--- config.mk ---
export PLATFORM = sky130hd
export DESIGN_NAME = capture_seq_ctrl
export DESIGN_NICKNAME = d
export VERILOG_FILES = /design/src/rtl/capture_seq_ctrl.sv
export SDC_FILE = /design/constraint.sdc
export NUM_CORES = 1
export LEC_CHECK = 0
export BUFFER_PORTS_ARGS = -buffer_cell sky130_fd_sc_hd__buf_2
export CORE_MARGIN = 3
export CORE_UTILIZATION = 42
export CTS_CLUSTER_SIZE = 25
export DETAILED_ROUTE_END_ITERATION = 8
export PLACE_DENSITY_LB_ADDON = 0.25
export SLEW_MARGIN = 20
export SYNTH_ARGS = -nofsm -noshare
export SYNTH_HDL_FRONTEND = slang
export SYNTH_SLANG_ARGS = --single-unit
--- constraint.sdc ---
create_clock -name clk -period 1.78 [get_ports clk]
set_input_delay 0.089 -clock clk [delete_from_list [all_inputs] [get_ports clk]]
set_output_delay 0.089 -clock clk [all_outputs]
set_load 0.02 [all_outputs]
--- src/rtl/capture_seq_ctrl.sv ---
// capture_seq_ctrl: sequences one ADC capture into capture memory (optional
// sample skip, then DEPTH writes) and afterwards hands the memory read port
// to either the packet controller or the MDIO read path.
// Optional feature macro: CAPSEQ_FRAME_CNT_EN -- when defined, cap_frame_cnt
// counts completed captures; when undefined it is tied to zero.
//
// Handshake note: all control inputs are single-cycle pulses or levels sampled
// on the rising clock edge; there is no valid/ready back-pressure. Writes are
// fire-and-forget: mem_wr_en is asserted in the same cycle as adc_valid while
// filling, and the memory must accept the write that cycle.
module capture_seq_ctrl #(
   parameter int ADDR_W = 14,
   parameter int DEPTH  = 12288,
   parameter int SKIP_W = 8
) (
   input  logic              clk,
   input  logic              rstn,
   input  logic              cfg_capture_start,
   input  logic              cfg_capture_again,
   input  logic              cfg_capture_mode,
   input  logic [SKIP_W-1:0] cfg_skip_cnt,
   input  logic              adc_valid,
   output logic              mem_wr_en,
   output logic [ADDR_W-1:0] mem_wr_addr,
   output logic              pkt_rd_grant,
   input  logic [ADDR_W-1:0] pkt_rd_addr,
   input  logic              pkt_rd_done,
   input  logic [ADDR_W-1:0] mdio_rd_addr,
   output logic [ADDR_W-1:0] mem_rd_addr,
   output logic              cap_busy,
   output logic              cap_done,
   output logic [2:0]        cap_state,
   output logic [15:0]       cap_frame_cnt
);

   typedef enum logic [2:0] {
      ST_IDLE = 3'd0,
      ST_SKIP = 3'd1,
      ST_FILL = 3'd2,
      ST_FULL = 3'd3,
      ST_READ = 3'd4
   } state_t;

   localparam logic [ADDR_W-1:0] LAST_ADDR = ADDR_W'(DEPTH - 1);

   state_t            state_q, state_d;
   logic [SKIP_W-1:0] skip_q, skip_d;
   logic [ADDR_W-1:0] addr_q, addr_d;
   logic              done_q, done_d;
   logic              busy_q, busy_d;
   logic              grant_q, grant_d;
   logic              arm;
   logic              fill_wr;
   logic              fill_last;
   logic              frame_inc;

   // Arm decode: again always re-arms; start only where no capture is in flight.
   always_comb begin
      arm       = cfg_capture_again |
                  (cfg_capture_start & ((state_q == ST_IDLE) |
                                        (state_q == ST_FULL) |
                                        (state_q == ST_READ)));
      fill_wr   = (state_q == ST_FILL) & adc_valid;
      fill_last = fill_wr & (addr_q == LAST_ADDR);
      // A re-arm on the final write cancels the FULL transition.
      frame_inc = fill_last & ~arm;
   end

   // Next-state and datapath: re-arming takes priority over every state action.
   always_comb begin
      state_d = state_q;
      skip_d  = skip_q;
      addr_d  = addr_q;
      done_d  = done_q;
      if (arm) begin
         done_d  = 1'b0;
         addr_d  = '0;
         skip_d  = cfg_skip_cnt;
         state_d = (cfg_skip_cnt == '0) ? ST_FILL : ST_SKIP;
      end else begin
         case (state_q)
            ST_IDLE: state_d = ST_IDLE;
            ST_SKIP: begin
               if (adc_valid) begin
                  skip_d = skip_q - SKIP_W'(1);
                  // The sample that brings the count to zero is still discarded.
                  if (skip_q <= SKIP_W'(1)) state_d = ST_FILL;
               end
            end
            ST_FILL: begin
               if (fill_wr) begin
                  if (fill_last) begin
                     addr_d  = '0;
                     state_d = ST_FULL;
                     done_d  = 1'b1;
                  end else begin
                     addr_d = addr_q + ADDR_W'(1);
                  end
               end
            end
            ST_FULL: if (!cfg_capture_mode) state_d = ST_READ;
            ST_READ: if (pkt_rd_done) state_d = ST_FULL;
            default: state_d = ST_IDLE;
         endcase
      end
      busy_d  = (state_d == ST_SKIP) | (state_d == ST_FILL);
      grant_d = (state_d == ST_READ);
   end

   // State and registered status flops.
   always_ff @(posedge clk or negedge rstn) begin
      if (!rstn) begin
         state_q <= ST_IDLE;
         skip_q  <= '0;
         addr_q  <= '0;
         done_q  <= 1'b0;
         busy_q  <= 1'b0;
         grant_q <= 1'b0;
      end else begin
         state_q <= state_d;
         skip_q  <= skip_d;
         addr_q  <= addr_d;
         done_q  <= done_d;
         busy_q  <= busy_d;
         grant_q <= grant_d;
      end
   end

   assign mem_wr_en    = fill_wr;
   assign mem_wr_addr  = addr_q;
   assign pkt_rd_grant = grant_q;
   assign mem_rd_addr  = grant_q ? pkt_rd_addr : mdio_rd_addr;
   assign cap_busy     = busy_q;
   assign cap_done     = done_q;
   assign cap_state    = state_q;

`ifdef CAPSEQ_FRAME_CNT_EN
   logic [15:0] frame_cnt_q, frame_cnt_d;

   // Completed-capture counter; wraps naturally at 16 bits.
   always_comb begin
      frame_cnt_d = frame_cnt_q + (frame_inc ? 16'd1 : 16'd0);
   end

   // Counter flop, cleared only by reset.
   always_ff @(posedge clk or negedge rstn) begin
      if (!rstn) frame_cnt_q <= 16'd0;
      else       frame_cnt_q <= frame_cnt_d;
   end

   assign cap_frame_cnt = frame_cnt_q;
`else
   logic unused_frame_inc;
   assign unused_frame_inc = frame_inc;
   assign cap_frame_cnt    = 16'd0;
`endif

endmodule

Word level (Yosys, flattened, before mapping)
Index checks and enable logic that the tools add are counted.

Add/subtract/negate cells: 2. Multiply operators: 0. Divide/modulo/power cells: 0. Order comparisons: 1. Eq/ne operators: 8. Shifts and indexed selects: 0. Mux-type cells: 21. Bitwise logic cells: 7. Reduce and logical (&&, ||, !) cells: 10.

Operators with widths (number): $mux 14 (5); $mux 8 (3); $mux 3 (7); $add 14x1->14 const B (1); $eq 14x14->1 const B (1); $pmux 3 s4 (1); $reduce_bool 2->1 (5); $eq 3x2->1 const B (3); $le 8x1->1 const B (1); $logic_not 8->1 (1); $sub 8x1->8 const B (1); $eq 3x1->1 const B (2); $eq 3x3->1 const B (2); $mux 1 (4); $or 1x1->1 (4); $reduce_and 2->1 (2); $and 1x1->1 (3); $logic_not 3->1 (1); $reduce_and 3->1 (1); $mux 2 (1).

Flip-flop bits (word level): 28. Latch bits: 0. Bits in writable memories: 0. Bits in read-only memories: 0. Input port bits: 43. Output and inout bits: 51. Logic and storage cells: 55. Memories: 0.

Depth between registers and ports, before layout
Depth in word-level cells: 9. Mapped depth: 7. Gate-level depth less buffers: 7.

Worst setup path after synthesis
Ideal clock, no wire load.

Path kind: flip-flop to flip-flop. Start point: register addr_q[0], in the netlist mem_wr_addr[0]. End point: register addr_q[7], in the netlist mem_wr_addr[7]. Setup time: 131 ps. Arrival time: 1864 ps. Data required time: 1649 ps. Path slack: -215 ps. Stages on the path, launching flop included: 8. Period minus slack after synthesis: 1995 ps. Path through: dfrtp_1 > ha_1 > nand3_2 > or3b_1 > nor4_4 > nand2b_1 > buf_6 > a211oi_2.

Word-level cells in the longest chain between the ends: 6. Elaborated cells between the ends (all ways): 7. Those cells by class: add/sub: 1; eq/ne: 1; mux: 4; bitwise: 1.

RTL lines: start, declared (line 48) `logic [ADDR_W-1:0] addr_q, addr_d;`; start signal, assigned (line 122) `addr_q <= addr_d;`; branches (longest 2 deep; another with $add 14x1->14); $mux 14 (*) (line 92) `if (fill_last) begin`; $mux 14 (*) (line 91) `if (fill_wr) begin`; $mux 14 (*) (line 81) `case (state_q)`; $mux 14 (*) (line 75) `if (arm) begin`.

Mark *: on every way between the ends. The select of a mux whose other input is x is not followed. A chain may end at the register's enable or synchronous reset.

Final worst setup path
Start point: register addr_q[0], in the netlist mem_wr_addr[0]. End point: register addr_q[11], in the netlist mem_wr_addr[11].

Same word-level chain as after synthesis.

==> summary.md <==
### Timing
* 0.0462 ns — Final WS setup
* 0.574 — Max-Slew Margin vs Limit
* 0 — Slew Limit Fails
* 0 — Final Setup Violations
* 0.0552 ns — hold slack
* yes — unrepaired setup endpoints after global routing
* 0.974 — final clock period utilization by the worst path
* 1.73 ns — post-layout min period
* 0.577 GHz — fmax
* 0.0102 ns — worst clock skew
* 0 — count of endpoints failing hold in the final timing report
* 0.638 ns — Worst Tran Pin Value

### Yosys
* 46 — synth unique cells
* 0.0827 — Synth Area in XOR/XNOR
* 1.00 — share of synthesized registers carrying an async set or reset
* sky130_fd_sc_hd__dfrtp_1 — top_reg_cell synth
* 0.0946 — share of cell area taken by muxes after synthesis
* 9.77 sq um — Avg Synthesized Cell Area
* 0.368 — top cell type's share of synthesized area
* 0 — Post-synth EDFFs
* 0.00191 sq mm — synthesized cell area
* simple AND/OR/NAND/NOR gates — dominant combinational cell family by area after synthesis
* 28 — post-synthesis sequential element count
* sky130_fd_sc_hd__dfrtp_1 — leading area contributor after synthesis
* 0.245 — Simple-Gate Fraction of Synth Area
* 0 — Yosys warning count
* 195 — Post-Synthesis Cells
* 0.0972 — compound-cell area share of the yosys netlist
* sky130_fd_sc_hd__dfrtp_1, sky130_fd_sc_hd__mux2_2, sky130_fd_sc_hd__buf_4 — largest cells by area after synthesis
* 0.0197 — adder and majority gate portion of the synthesized area
* 0.368 — sequential-to-total area share from yosys stat

### Global routing
* 7.47 mm — wire length of the first global-routing pass
* 29 — largest net degree at the start of global routing
* 1,665 — number of global-route vias before repair
* 0 — GR Overflow Total
* 0 — number of antenna violations at the first check in global routing
* 0.176 — global-route usage over all layers

### Die
* 0.00417 sq mm — core region area
* 73.4 um — Die Y
* 94 — top-level I/O count
* 23 — Placement Rows
* 0.457 — effective utilization at floorplan
* 73.4 um — horizontal die dimension
* 0.00538 sq mm — area of the die

### Pwr
* 1.27 nW — Pleak
* 0.511 mV — worst ir drop on vdd
* 675 mW/mm^2 — power density cells

### Place
* 340 — Placed Cells incl. Taps
* 0.826 — RePlAce Congestion
* 0.00248 sq mm — Placed Area
* 3.63 mm — half-perimeter wire length after placement
* 77 — port bufs
* -0.00490 ns — post-placement setup slack

### Drt
* 0 — antenna violation net count after detailed routing
* 4 — Pre-Repair DR Iteration Count
* 13.5 um — average wire per standard cell
* 0 — Residual DRC
* 4.76 mm — post-detailed-routing wire length
* 1,749 — total number of vias
* 90 — Iter 0 DRT Violations
* 4.97 — number of vias per cell

### Worst setup path
* flop — CP endpoint kind
* flop to flop — worst setup path category
* 6 — critical-path maximum fanout
* 1.96 ns — data required time at the worst endpoint
* 7 — Worst Reg-to-Reg Cells
* 1.92 ns — arrival time worst endpoint
* mem_wr_addr[11] — reg-to-reg critical path endpoint
* mem_wr_addr[0] — r2r startpoint
* flop — critical path launch point type
* 0.05 ns — setup slack of the most critical reg-to-reg path

### Outcome
* completed — run status

### Clocking
* 0.10 ns — Clk pin slew, worst setup/hold paths
* 1 — depth of the CTS H-tree
* sky130_fd_sc_hd__clkbuf_8 — clock root buffer
* 28 — number of sinks driven by the clock tree
* 2 — Bufs on Longest Clock Path
* 0.28 ns — clock latency on the worst-skew pair
* yes — TritonCTS clock tree
* 3 — clock buffer count from CTS

### Layout
* 42.0% — area overhead of the layout relative to synthesis
* 0.00271 sq mm — cell area after layout
* 0.533 — layout cell share with drive strength beyond 1
* sky130_fd_sc_hd__buf_2, sky130_fd_sc_hd__dfrtp_1, sky130_fd_sc_hd__buf_4, sky130_fd_sc_hd__mux2_2, sky130_fd_sc_hd__conb_1 — commonest cells after routing, fill and taps aside
* sky130_fd_sc_hd__buf_2 — commonest non-fill, non-tap cell in the layout
* 349 — number of nets at the end of the flow
* 0 — total inserted antenna cells
* 337 — filler cell count in the final layout
* 352 — post-route non-filler standard cell count

### Hold path
* 2 — Hold Path Depth
* cfg_skip_cnt[1] — hold path startpoint
* skip_q[1] — WHS Endpoint
* input port to flop — class of the tightest hold or removal check

### Flow run
* 0 — max capacitance violation total

[synth_stat cells (2+ instances only)]
library cell,count
sky130_fd_sc_hd__nand2_1,11
sky130_fd_sc_hd__nor2_2,9
sky130_fd_sc_hd__nor2_1,14
sky130_fd_sc_hd__nand3_1,4
sky130_fd_sc_hd__nand4_1,6
sky130_fd_sc_hd__dfrtp_1,28
sky130_fd_sc_hd__nor4_1,6
sky130_fd_sc_hd__buf_4,16
sky130_fd_sc_hd__o21ai_0,5
sky130_fd_sc_hd__nand3_2,2
sky130_fd_sc_hd__clkbuf_1,2
sky130_fd_sc_hd__xor2_1,5
sky130_fd_sc_hd__xnor2_1,13
sky130_fd_sc_hd__ha_1,3
sky130_fd_sc_hd__nor3_1,5
sky130_fd_sc_hd__a21oi_1,8
sky130_fd_sc_hd__mux2_2,16
sky130_fd_sc_hd__and2_1,3
sky130_fd_sc_hd__nand2b_1,2
sky130_fd_sc_hd__nor2b_1,2
sky130_fd_sc_hd__nand3b_1,3
sky130_fd_sc_hd__inv_1,8
[state kept, by name (all words and copies together) (netlist names)]
register      cells
cap_busy          1
cap_done          1
skip_q            8
pkt_rd_grant      1
cap_state         3
mem_wr_addr      14
[metrics by stage]
stage                     setup TNS (ns)  power, mW  utilization
after CTS                              0       1.76        0.618
after global placement                 0       1.24        0.595
after floorplan                   -0.894       1.08            -
final                                  0       1.83        0.649
after detailed placement        -0.00891       1.25        0.595
after global routing              -0.115       1.92        0.649
[worst max-delay path: stages, from the launching register on]
cell	delay (ns)
sky130_fd_sc_hd__dfrtp_2	0.40
sky130_fd_sc_hd__ha_4	0.15
sky130_fd_sc_hd__nand3_4	0.07
sky130_fd_sc_hd__or3b_4	0.41
sky130_fd_sc_hd__nor4_4	0.16
sky130_fd_sc_hd__buf_4	0.20
sky130_fd_sc_hd__nor2b_1	0.05
sky130_fd_sc_hd__o221a_2	0.21
[what timing repair did]
item	CTS	global route
setup endpoints to repair	2	8
cloned	0	0
pin swaps	0	4
endpoints found under the hold margin	28	0
hold buffers	1	0
resized for setup	2	14
buffers inserted	0	7
[area by class of cell]
type | count | area [sq um] | share of cell area
flip-flops and latches | 28 | 703 | 0.260
multi-input cells | 154 | 1190 | 0.438
repair buffers | 108 | 653 | 0.241
inverters | 8 | 30.0 | 0.0111
well taps | 50 | 62.6 | 0.0231
clock buffers | 3 | 41.3 | 0.0153
clock inverters | 1 | 30.0 | 0.0111
[worst max-delay path by stage]
stage | end | start | cells past startpoint | slack (ns)
6_report | mem_wr_addr[11] | mem_wr_addr[0] | 7 | 0.05
3_5_place_dp | cap_state[0] | skip_q[0] | 7 | -0.005
4_1_cts | mem_wr_addr[11] | mem_wr_addr[0] | 7 | 0.05
2_1_floorplan | mem_wr_addr[7] | mem_wr_addr[0] | 7 | -0.09
5_1_grt | mem_wr_addr[11] | mem_wr_addr[0] | 7 | -0.05
3_3_place_gp | cap_busy | skip_q[0] | 7 | 0.07
[logic make-up after synthesis]
logic type                 Yosys count
and+or+nand+nor                     76
DFF                                 28
buffers and inverters               28
AOI/OAI and AO/OA                   25
xor gates and xnor gates            18
muxes                               16
adders and majority gates            3
other                                1
[metal layers]
| layer | vias up | track usage | part of all wire |
|---|---|---|---|
| met5 | - | 0 | 0 |
| met4 | 0 | 0.0382 | 0.0080 |
| met3 | 5 | 0.0315 | 0.082 |
| met2 | 64 | 0.328 | 0.51 |
| met1 | 811 | 0.209 | 0.40 |
| li1 | 869 | - | - |
[power by group]
group	internal (mW)	switching, mW
logic	0.270	0.319
clock network	0.302	0.206
registers	0.680	0.0493
No activity file was read; power rests on OpenSTA's default activity.
